File: config.mk
export PLATFORM = sky130hd
export DESIGN_NAME = linebuf_wrctrl
export DESIGN_NICKNAME = d
export VERILOG_FILES = /design/src/rtl/linebuf_wrctrl_pkg.sv /design/src/rtl/linebuf_wrctrl_sync_edge_det.sv /design/src/rtl/linebuf_wrctrl.sv
export SDC_FILE = /design/constraint.sdc
export NUM_CORES = 1
export LEC_CHECK = 0
export CAP_MARGIN = 20
export CORE_AREA = 3 3 88 90
export CTS_CLUSTER_SIZE = 14
export DETAILED_ROUTE_END_ITERATION = 6
export DIE_AREA = 0 0 91 93
export DONT_BUFFER_PORTS = 1
export GPL_ROUTABILITY_DRIVEN = 0
export SKIP_LAST_GASP = 1
export SLEW_MARGIN = 20
export SYNTH_ARGS = -nofsm -noshare
export SYNTH_HDL_FRONTEND = slang
export SYNTH_SLANG_ARGS = --single-unit
File: constraint.sdc
create_clock -name VCLK -period 4.4 [get_ports VCLK]
set_clock_uncertainty 0.15 [all_clocks]
set_input_delay 0 -clock VCLK [delete_from_list [all_inputs] [get_ports VCLK]]
set_output_delay 0 -clock VCLK [all_outputs]
set_load 0.005 [all_outputs]
File: src/rtl/linebuf_wrctrl_pkg.sv
// rtl/linebuf_wrctrl_pkg.sv - shared video types and width helpers for the line buffer
package linebuf_wrctrl_pkg;

    typedef enum logic [1:0] {
        SYNC_WAIT = 2'd0,
        LINE_WAIT = 2'd1,
        SKIP      = 2'd2,
        CAPTURE   = 2'd3
    } lb_state_e;

    localparam int unsigned PIX_WIDTH_DEF = 21;

    // Index width for n entries; never below one bit so single-entry cases stay legal.
    function automatic int unsigned lb_idx_width(input int unsigned n);
        return (n <= 1) ? 1 : $clog2(n);
    endfunction

endpackage

File: src/rtl/linebuf_wrctrl_sync_edge_det.sv
// rtl/linebuf_wrctrl_sync_edge_det.sv - pix_valid-qualified sync edge detector
module sync_edge_det (
    input  logic clk,
    input  logic rst_n,
    input  logic valid_i,
    input  logic sync_n_i,
    output logic fall_o,
    output logic rise_o
);

    logic sync_q;

    always_ff @(posedge clk or negedge rst_n) begin
        if (!rst_n) begin
            sync_q <= 1'b1;
        end else if (valid_i) begin
            sync_q <= sync_n_i;
        end
    end

    // Edges are reported on the sample that carries them, so the FSM can act on that pixel.
    assign fall_o = valid_i & sync_q & ~sync_n_i;
    assign rise_o = valid_i & ~sync_q & sync_n_i;

endmodule

File: src/rtl/linebuf_wrctrl.sv
// rtl/linebuf_wrctrl.sv - write-side controller turning video lines into line RAM page bursts
module linebuf_wrctrl
    import linebuf_wrctrl_pkg::*;
#(
    parameter int num_of_pages = 4,
    parameter int pagesize     = 1024,
    parameter int data_width   = PIX_WIDTH_DEF,
    parameter int h_start      = 0,
    localparam int PW = lb_idx_width(num_of_pages),
    localparam int AW = lb_idx_width(pagesize),
    localparam int LW = $clog2(pagesize + 1)
) (
    input  logic                  VCLK,
    input  logic                  nRST,
    input  logic                  pix_valid,
    input  logic                  hsync_n,
    input  logic                  vsync_n,
    input  logic [data_width-1:0] pixdata,
    output logic                  wren,
    output logic [PW-1:0]         wrpage,
    output logic [AW-1:0]         wraddr,
    output logic [data_width-1:0] wrdata,
    output logic                  line_done,
    output logic [PW-1:0]         line_page,
    output logic [LW-1:0]         line_len,
    output logic                  line_ovf,
    output logic                  frame_start
);

    localparam int SW = lb_idx_width(h_start + 1);
    localparam logic [LW-1:0] PAGE_LEN  = LW'(pagesize);
    localparam logic [PW-1:0] LAST_PAGE = PW'(num_of_pages - 1);
    localparam logic [SW-1:0] SKIP_LAST = SW'(h_start - 1);

    logic h_fall, h_rise, v_fall, v_rise;
    logic unused_v_rise;

    lb_state_e             state_q;
    logic [PW-1:0]         page_q;
    logic [LW-1:0]         count_q;
    logic [SW-1:0]         skip_q;
    logic                  ovf_q;
    logic                  wren_q, line_done_q, line_ovf_q, frame_start_q;
    logic [PW-1:0]         wrpage_q, line_page_q;
    logic [AW-1:0]         wraddr_q;
    logic [data_width-1:0] wrdata_q;
    logic [LW-1:0]         line_len_q;

    sync_edge_det u_hsync_det (
        .clk      (VCLK),
        .rst_n    (nRST),
        .valid_i  (pix_valid),
        .sync_n_i (hsync_n),
        .fall_o   (h_fall),
        .rise_o   (h_rise)
    );

    sync_edge_det u_vsync_det (
        .clk      (VCLK),
        .rst_n    (nRST),
        .valid_i  (pix_valid),
        .sync_n_i (vsync_n),
        .fall_o   (v_fall),
        .rise_o   (v_rise)
    );

    assign unused_v_rise = v_rise;

    always_ff @(posedge VCLK or negedge nRST) begin
        if (!nRST) begin
            state_q       <= SYNC_WAIT;
            page_q        <= '0;
            count_q       <= '0;
            skip_q        <= '0;
            ovf_q         <= 1'b0;
            wren_q        <= 1'b0;
            wrpage_q      <= '0;
            wraddr_q      <= '0;
            wrdata_q      <= '0;
            line_done_q   <= 1'b0;
            line_page_q   <= '0;
            line_len_q    <= '0;
            line_ovf_q    <= 1'b0;
            frame_start_q <= 1'b0;
        end else begin
            wren_q        <= 1'b0;
            line_done_q   <= 1'b0;
            frame_start_q <= 1'b0;
            if (v_fall) begin
                // A new frame wins over anything hsync is doing on the same sample.
                frame_start_q <= 1'b1;
                page_q        <= '0;
                count_q       <= '0;
                ovf_q         <= 1'b0;
                state_q       <= LINE_WAIT;
            end else if (pix_valid) begin
                case (state_q)
                    SYNC_WAIT: ;
                    LINE_WAIT: begin
                        if (h_rise) begin
                            if (h_start == 0) begin
                                wren_q   <= 1'b1;
                                wrpage_q <= page_q;
                                wraddr_q <= '0;
                                wrdata_q <= pixdata;
                                count_q  <= LW'(1);
                                state_q  <= CAPTURE;
                            end else if (h_start == 1) begin
                                state_q <= CAPTURE;
                            end else begin
                                skip_q  <= SW'(1);
                                state_q <= SKIP;
                            end
                        end
                    end
                    SKIP: begin
                        if (h_fall) begin
                            state_q <= LINE_WAIT;
                        end else if (skip_q == SKIP_LAST) begin
                            state_q <= CAPTURE;
                        end else begin
                            skip_q <= skip_q + SW'(1);
                        end
                    end
                    CAPTURE: begin
                        if (h_fall) begin
                            if (count_q != '0) begin
                                line_done_q <= 1'b1;
                                line_page_q <= page_q;
                                line_len_q  <= count_q;
                                line_ovf_q  <= ovf_q;
                                page_q      <= (page_q == LAST_PAGE) ? '0 : page_q + PW'(1);
                            end
                            count_q <= '0;
                            ovf_q   <= 1'b0;
                            state_q <= LINE_WAIT;
                        end else if (count_q < PAGE_LEN) begin
                            wren_q   <= 1'b1;
                            wrpage_q <= page_q;
                            wraddr_q <= count_q[AW-1:0];
                            wrdata_q <= pixdata;
                            count_q  <= count_q + LW'(1);
                        end else begin
                            ovf_q <= 1'b1;
                        end
                    end
                    default: state_q <= SYNC_WAIT;
                endcase
            end
        end
    end

    assign wren        = wren_q;
    assign wrpage      = wrpage_q;
    assign wraddr      = wraddr_q;
    assign wrdata      = wrdata_q;
    assign line_done   = line_done_q;
    assign line_page   = line_page_q;
    assign line_len    = line_len_q;
    assign line_ovf    = line_ovf_q;
    assign frame_start = frame_start_q;

endmodule
Word level (Yosys, flattened, before mapping)
Index checks and enable logic that the tools add are counted.
W data, S select, Z words.
{"block": "word_totals", "ff_bits": 69, "inputBits": 26, "output_inout_bits": 50}
{"block": "classes", "add_sub_neg": 3, "n_lt_le_gt_ge": 1, "n_eq_ne": 12, "mux": 49, "bitwise": 11, "reduce_logical": 15}
{"op": "$mux W21", "count": 3}
{"op": "$mux W11", "count": 5}
{"op": "$pmux W21 S2", "count": 1}
{"op": "$mux W10", "count": 3}
{"op": "$mux W2", "count": 15}
{"op": "$pmux W11 S2", "count": 1}
{"op": "$pmux W10 S2", "count": 1}
{"op": "$mux W1", "count": 17}
{"op": "$reduce_and A4 Y1", "count": 3}
{"op": "$add A11 B1 Y11 const B", "count": 1}
{"op": "$lt A11 B11 Y1 const B", "count": 1}
{"op": "$reduce_bool A11 Y1", "count": 1}
{"op": "$reduce_and A5 Y1", "count": 2}
{"op": "$reduce_bool A2 Y1", "count": 5}
{"op": "$ne A3 B2 Y1 const B", "count": 3}
{"op": "$ne A4 B3 Y1 const B", "count": 2}
{"op": "$and A1 B1 Y1", "count": 6}
{"op": "$eq A2 B2 Y1 const B", "count": 3}
{"op": "$ne A2 B2 Y1 const B", "count": 3}
{"op": "$pmux W2 S3", "count": 1}
{"op": "$reduce_and A6 Y1", "count": 1}
{"op": "$not A1 Y1", "count": 5}
{"op": "$pmux W2 S2", "count": 1}
{"op": "$reduce_bool A4 Y1", "count": 1}
{"op": "6 further kinds", "count": 6}

Depth between registers and ports, before layout
{"block": "depth", "depth_word": 7, "mapped_depth": 7}

Hierarchy
A second synthesis with hierarchy kept.
{"block": "unflattened", "cells_unflattened": 285, "hier_area_um2": 3007.9}
{"mod": "linebuf_wrctrl", "instances": 1, "cells_per_inst": 277, "area_each_um2": 2885.3, "seq_area_each_um2": 1676.6}
{"mod": "sync_edge_det", "instances": 2, "cells_per_inst": 4, "area_each_um2": 61.3, "seq_area_each_um2": 26.3}

Worst setup path before layout
Ideal clock, no wire load.
{"block": "synth_timing", "path_kind": "reg-to-reg", "from": "register count_q[4]", "to": "register line_len_q[0], in the netlist line_len[0]", "setup_time_ns": 0.125, "arrival_time_ns": 1.578, "slack_ns": 2.547, "path_stages_with_launch": 8, "path_buffers": 2, "period_less_slack_ns": 1.853, "cell_sequence": "dfrtp_1 -> buf_2 -> nor4_1 -> nand4b_1 -> and3_4 -> nand3_4 -> buf_6 -> mux2_4"}
{"block": "synth_between", "elab_chain_cells": 2}
{"element": "from (decl)", "line_no": "linebuf_wrctrl.sv:40", "text": "logic [LW-1:0] count_q;"}
{"element": "from (signal assigned)", "line_no": "linebuf_wrctrl.sv:142", "text": "count_q <= count_q + LW'(1);"}
{"element": "$reduce_bool A11 Y1", "line_no": "linebuf_wrctrl.sv:127", "text": "if (count_q != '0) begin"}
{"element": "$reduce_and A5 Y1 (no line)"}
{"element": "to (signal assigned)", "line_no": "linebuf_wrctrl.sv:130", "text": "line_len_q <= count_q;"}
{"element": "to (decl)", "line_no": "linebuf_wrctrl.sv:47", "text": "logic [LW-1:0] line_len_q;"}
No other way between the ends.
A chain may end at the register's enable or synchronous reset.

Final worst setup path
{"block": "layout_timing", "from": "register u_vsync_det.sync_q", "to": "register wrdata_q[5], in the netlist wrdata[5]"}
{"block": "layout_between", "elab_chain_cells": 4}
{"element": "from (decl)", "line_no": "linebuf_wrctrl_sync_edge_det.sv:11", "text": "logic sync_q;"}
{"element": "from (signal assigned)", "line_no": "linebuf_wrctrl_sync_edge_det.sv:17", "text": "sync_q <= sync_n_i;"}
{"element": "$and A1 B1 Y1 (2 in series)", "line_no": "linebuf_wrctrl_sync_edge_det.sv:22", "text": "assign fall_o = valid_i & sync_q & ~sync_n_i;"}
{"element": "$not A1 Y1 (no line)"}
{"element": "$reduce_and A6 Y1 (no line)"}
{"element": "to (signal assigned)", "line_no": "linebuf_wrctrl.sv:105", "text": "wrdata_q <= pixdata;"}
{"element": "to (signal assigned)", "line_no": "linebuf_wrctrl.sv:141", "text": "wrdata_q <= pixdata;"}
{"element": "to (decl)", "line_no": "linebuf_wrctrl.sv:46", "text": "logic [data_width-1:0] wrdata_q;"}
No other way between the ends.

==> results by group <==
Run status
  • Run status: complete, no violations

Pwr
  • Lkg Pwr: 1.74 nW
  • Clock power share: roughly 30%
  • Comb power frac: 18.4%
  • Int Pwr: roughly 1.2 mW
  • Total net switching power: 0.480 mW
  • PD cells: approximately 470 nW/um2
  • Net Sw Frac: 28.2%
  • Reg power frac: about half
  • PnR Total Power: between 1.5 and 2 mW
  • VDD IR-drop max: between 0.1 and 0.15 mV

Synthesis
  • Synth Register Bits: 69
  • Seq/Total Area, Yosys: between 50% and 60%
  • Yosys cell types: 44
  • Post-synthesis average cell area: approximately 13 um2
  • Synth warn: 0
  • Cells after Synth: 245
  • Count of flip-flops with a built-in enable after synthesis: 0
  • Synth Flop Type: dfrtp_1
  • Synth Net Count: between 200 and 300
  • Post-Synthesis Cell Area: about 3100 um2
  • Post-synth ARST share: 100%

Clock network
  • Clk sinks: between 60 and 70
  • CTS Buffer Depth: 2
  • CTS Root Cell: clkbuf_8
  • Hold bufs inserted after CTS: 27
  • Worst-Skew Late Latency: between 0.3 and 0.4 ns
  • Number of buffers created by CTS: 9
  • H-tree levels: 3
  • Reg clk slew, reported paths: about 0.070 ns
  • CTS resizes: 0
  • Post CTS Setup Buffer Count: 0
  • TritonCTS clock tree: done

Detailed routing
  • Final ANT Viol Nets: 0
  • Drt drc: 0
  • Starting DRT DRC Count: between 70 and 80
  • Post-Route WL: 6470 um
  • DR vias/cell: 5.22
  • Drt pass-1 iters: 4
  • WL/cell: 17.2 um
  • Via count: ~2000

Floorplan
  • Row cnt: 31
  • Die Ht: around 93 um
  • Core box area: about 7100 um2
  • Chip width: approximately 90 um
  • I/O pin cnt: 76
  • Die ar.: around 8500 um2
  • Starting Density: between 40% and 50%

STA
  • FMAX: roughly 450 MHz
  • Headroom to the max-slew limit: between 50% and 60%
  • Fin. max-slew vios: 0
  • RSZ-0062 raised after global routing: no
  • Slew @ Worst Pin: about 0.67 ns
  • Final worst slack: around 2.2 ns
  • TNS Setup: 0 ns
  • Count of final hold-check violations: 0
  • Min Clock Period, post-route: around 2.2 ns
  • Period utilization: roughly half
  • Setup violators final: 0

Critical path
  • Worst setup path class: reg -> reg
  • CP endpoint kind: flop
  • Crit path cell chain: nand2b_1, o2111ai_4, buf_4, mux2_2
  • Worst EP required: around 4.5 ns
  • Setup crit start kind: flop
  • Max FO, Critical Path: between 40 and 50
  • Crit path buf inv count: 1
  • CP top delay family: flip-flops
  • CP peak stage delay: approximately 0.54 ns
  • Crit path DAT: approximately 2.3 ns
  • CP max stage cell: dfstp_2

Placement
  • DP HPWL: about 4100 um
  • Placed Area: roughly 3200 um2
  • IO Port Bufs: 0
  • Pre-CTS setup slack: around 2.2 ns

Global routing
  • GRT met2 Usage: around a quarter
  • First-pass GRT wire length: 10700 um
  • Initial antenna violation count: 0
  • GRT Total Usage: between 15 and 20%
  • Top Usage Layer GRT: met2
  • M1 GR Usage: slightly above 20%
  • Largest net degree at the start of global routing: 70
  • M3 GR Usage: roughly 5.2%
  • Vias in the first global route: 1999
  • GR Overflow Total: 0

Cells and area
  • Area delta synth->final: 17.1%
  • Final instance area: ~3600 um2
  • Layout cells sized above 1: 23.2%
  • Antenna diodes: 0
  • Final Net Count: 300
  • Fillcell total: 640

Min path
  • Hold Crit Class: in -> async

Run
  • Max_cap viols: 0
[layer usage]
metal  vias up  part of all wire [%]
li1        912                     -
met1       968                    44
met2        66                    46
met3        12                   7.3
met4         0                   2.8
met5         -                     0
[per-stage QoR]
stage	utilization [%]	std cells	hold WS, ns
6_report	51.1	375	0.0569
5_1_grt	51.1	375	0.0823
4_1_cts	51.1	375	0.0374
3_5_place_dp	44.4	332	-0.444
3_3_place_gp	44.4	332	-0.444
2_1_floorplan	-	245	-0.446
[sequential cells by signal, indices dropped and copies added (netlist names), 2 cells and up]
register / count
line_page: 2
count_q: 11
state_q: 2
line_len: 11
wrdata: 21
wraddr: 10
wrpage: 2
page_q: 2
[cell usage after synthesis (2+ instances only)]
| cell | number | area [um2] |
|---|---|---|
| ha_1 | 3 | 37.5 |
| a21o_1 | 2 | 15.0 |
| buf_6 | 3 | 33.8 |
| a211oi_1 | 2 | 15.0 |
| nor3_1 | 3 | 15.0 |
| buf_1 | 2 | 7.51 |
| and3b_1 | 2 | 17.5 |
| mux2_2 | 11 | 124 |
| o31ai_1 | 2 | 15.0 |
| dfstp_2 | 2 | 52.6 |
| nand4_1 | 4 | 25.0 |
| nor2b_1 | 3 | 18.8 |
| or3_1 | 2 | 12.5 |
| dfrtp_1 | 67 | 1680 |
| nor2_1 | 10 | 37.5 |
| xnor2_1 | 6 | 52.6 |
| nand2b_1 | 2 | 12.5 |
| a31oi_1 | 3 | 18.8 |
| and3_1 | 2 | 12.5 |
| o21ai_0 | 15 | 75.1 |
| mux2_4 | 29 | 435 |
| nand2_1 | 29 | 109 |
| a22o_1 | 2 | 17.5 |
| a21oi_1 | 5 | 25.0 |
| inv_1 | 7 | 26.3 |
| buf_2 | 4 | 20.0 |
| nor4_1 | 2 | 12.5 |
| clkbuf_1 | 3 | 11.3 |
| nand3_1 | 3 | 15.0 |
[layout make-up]
| cell class | count | area [um2] | share of cell area (%) |
|---|---|---|---|
| clock buffers | 12 | 145 | 3.98 |
| clock inverters | 4 | 47.5 | 1.30 |
| inverters | 7 | 26.3 | 0.721 |
| multi-input cells | 156 | 1280 | 35.1 |
| flip-flops and latches | 69 | 1730 | 47.4 |
| well taps | 99 | 124 | 3.40 |
| repair buffers | 28 | 295 | 8.10 |
[final timing paths]
| check | startpoint | end | cells past startpoint | slack [ns] |
|---|---|---|---|---|
| max | u_vsync_det.sync_q | wrdata[5] | 4 | 2.20 |
| max reg2reg | u_vsync_det.sync_q | wrdata[5] | 4 | 2.20 |
| max in group asynchronous | nRST | u_vsync_det.sync_q | 2 | 3.73 |
| min reg2reg | skip_q | skip_q | 2 | 0.32 |
| min | nRST | wraddr[1] | 2 | 0.06 |
| min in group VCLK | pix_valid | wren | 3 | 0.15 |
[worst register-to-register path, delay by kind of cell (launching register included)]
| family | cells | cell delay [ns] |
|---|---|---|
| muxes | 1 | 0.41 |
| DFF | 1 | 0.54 |
| AOI/OAI and AO/OA | 1 | 0.16 |
| buffers and inverters | 1 | 0.51 |
| and+or+nand+nor | 1 | 0.32 |
[logic make-up after synthesis]
family | count (synthesis) | share of synthesized area (%)
xor gates and xnor gates | 6 | 1.69
adders and majority gates | 3 | 1.21
AOI/OAI and AO/OA | 38 | 8.44
muxes | 40 | 18.0
buffers and inverters | 20 | 3.42
and+or+nand+nor | 69 | 11.8
DFF | 69 | 55.5
[power by group through the flow]
stage / logic (mW) / registers [mW] / clock network [mW]
after floorplan: 0.257 / 0.847 / 0
after global placement: 0.266 / 0.892 / 0
after detailed placement: 0.276 / 0.888 / 0
after global routing: 0.348 / 0.893 / 0.555
after CTS: 0.317 / 0.877 / 0.530
final: 0.313 / 0.876 / 0.512
[placed cells by master (no fill, tap or decap), types with 2 or more instances in the layout]
cell type | netlist | layout
xnor2_1 | 6 | 6
mux2_2 | 11 | 11
nor3_1 | 3 | 3
a31oi_1 | 3 | 3
a211oi_1 | 2 | 2
ha_1 | 3 | 3
nor2b_1 | 3 | 3
dfstp_2 | 2 | 2
a21oi_1 | 5 | 5
a22o_1 | 2 | 2
o21ai_0 | 15 | 15
clkinv_2 | 0 | 2
dlygate4sd3_1 | 0 | 26
and3b_1 | 2 | 2
o31ai_1 | 2 | 2
nand3_1 | 3 | 3
a21o_1 | 2 | 2
nor2_1 | 10 | 10
clkbuf_1 | 3 | 2
and3_1 | 2 | 2
nor4_1 | 2 | 2
nand2_1 | 29 | 29
inv_1 | 7 | 7
mux2_4 | 29 | 29
clkbuf_8 | 0 | 10
or3_1 | 2 | 2
dfrtp_1 | 67 | 67
nand4_1 | 4 | 4
nand2b_1 | 2 | 2
Power figures use the tool's default switching activity.
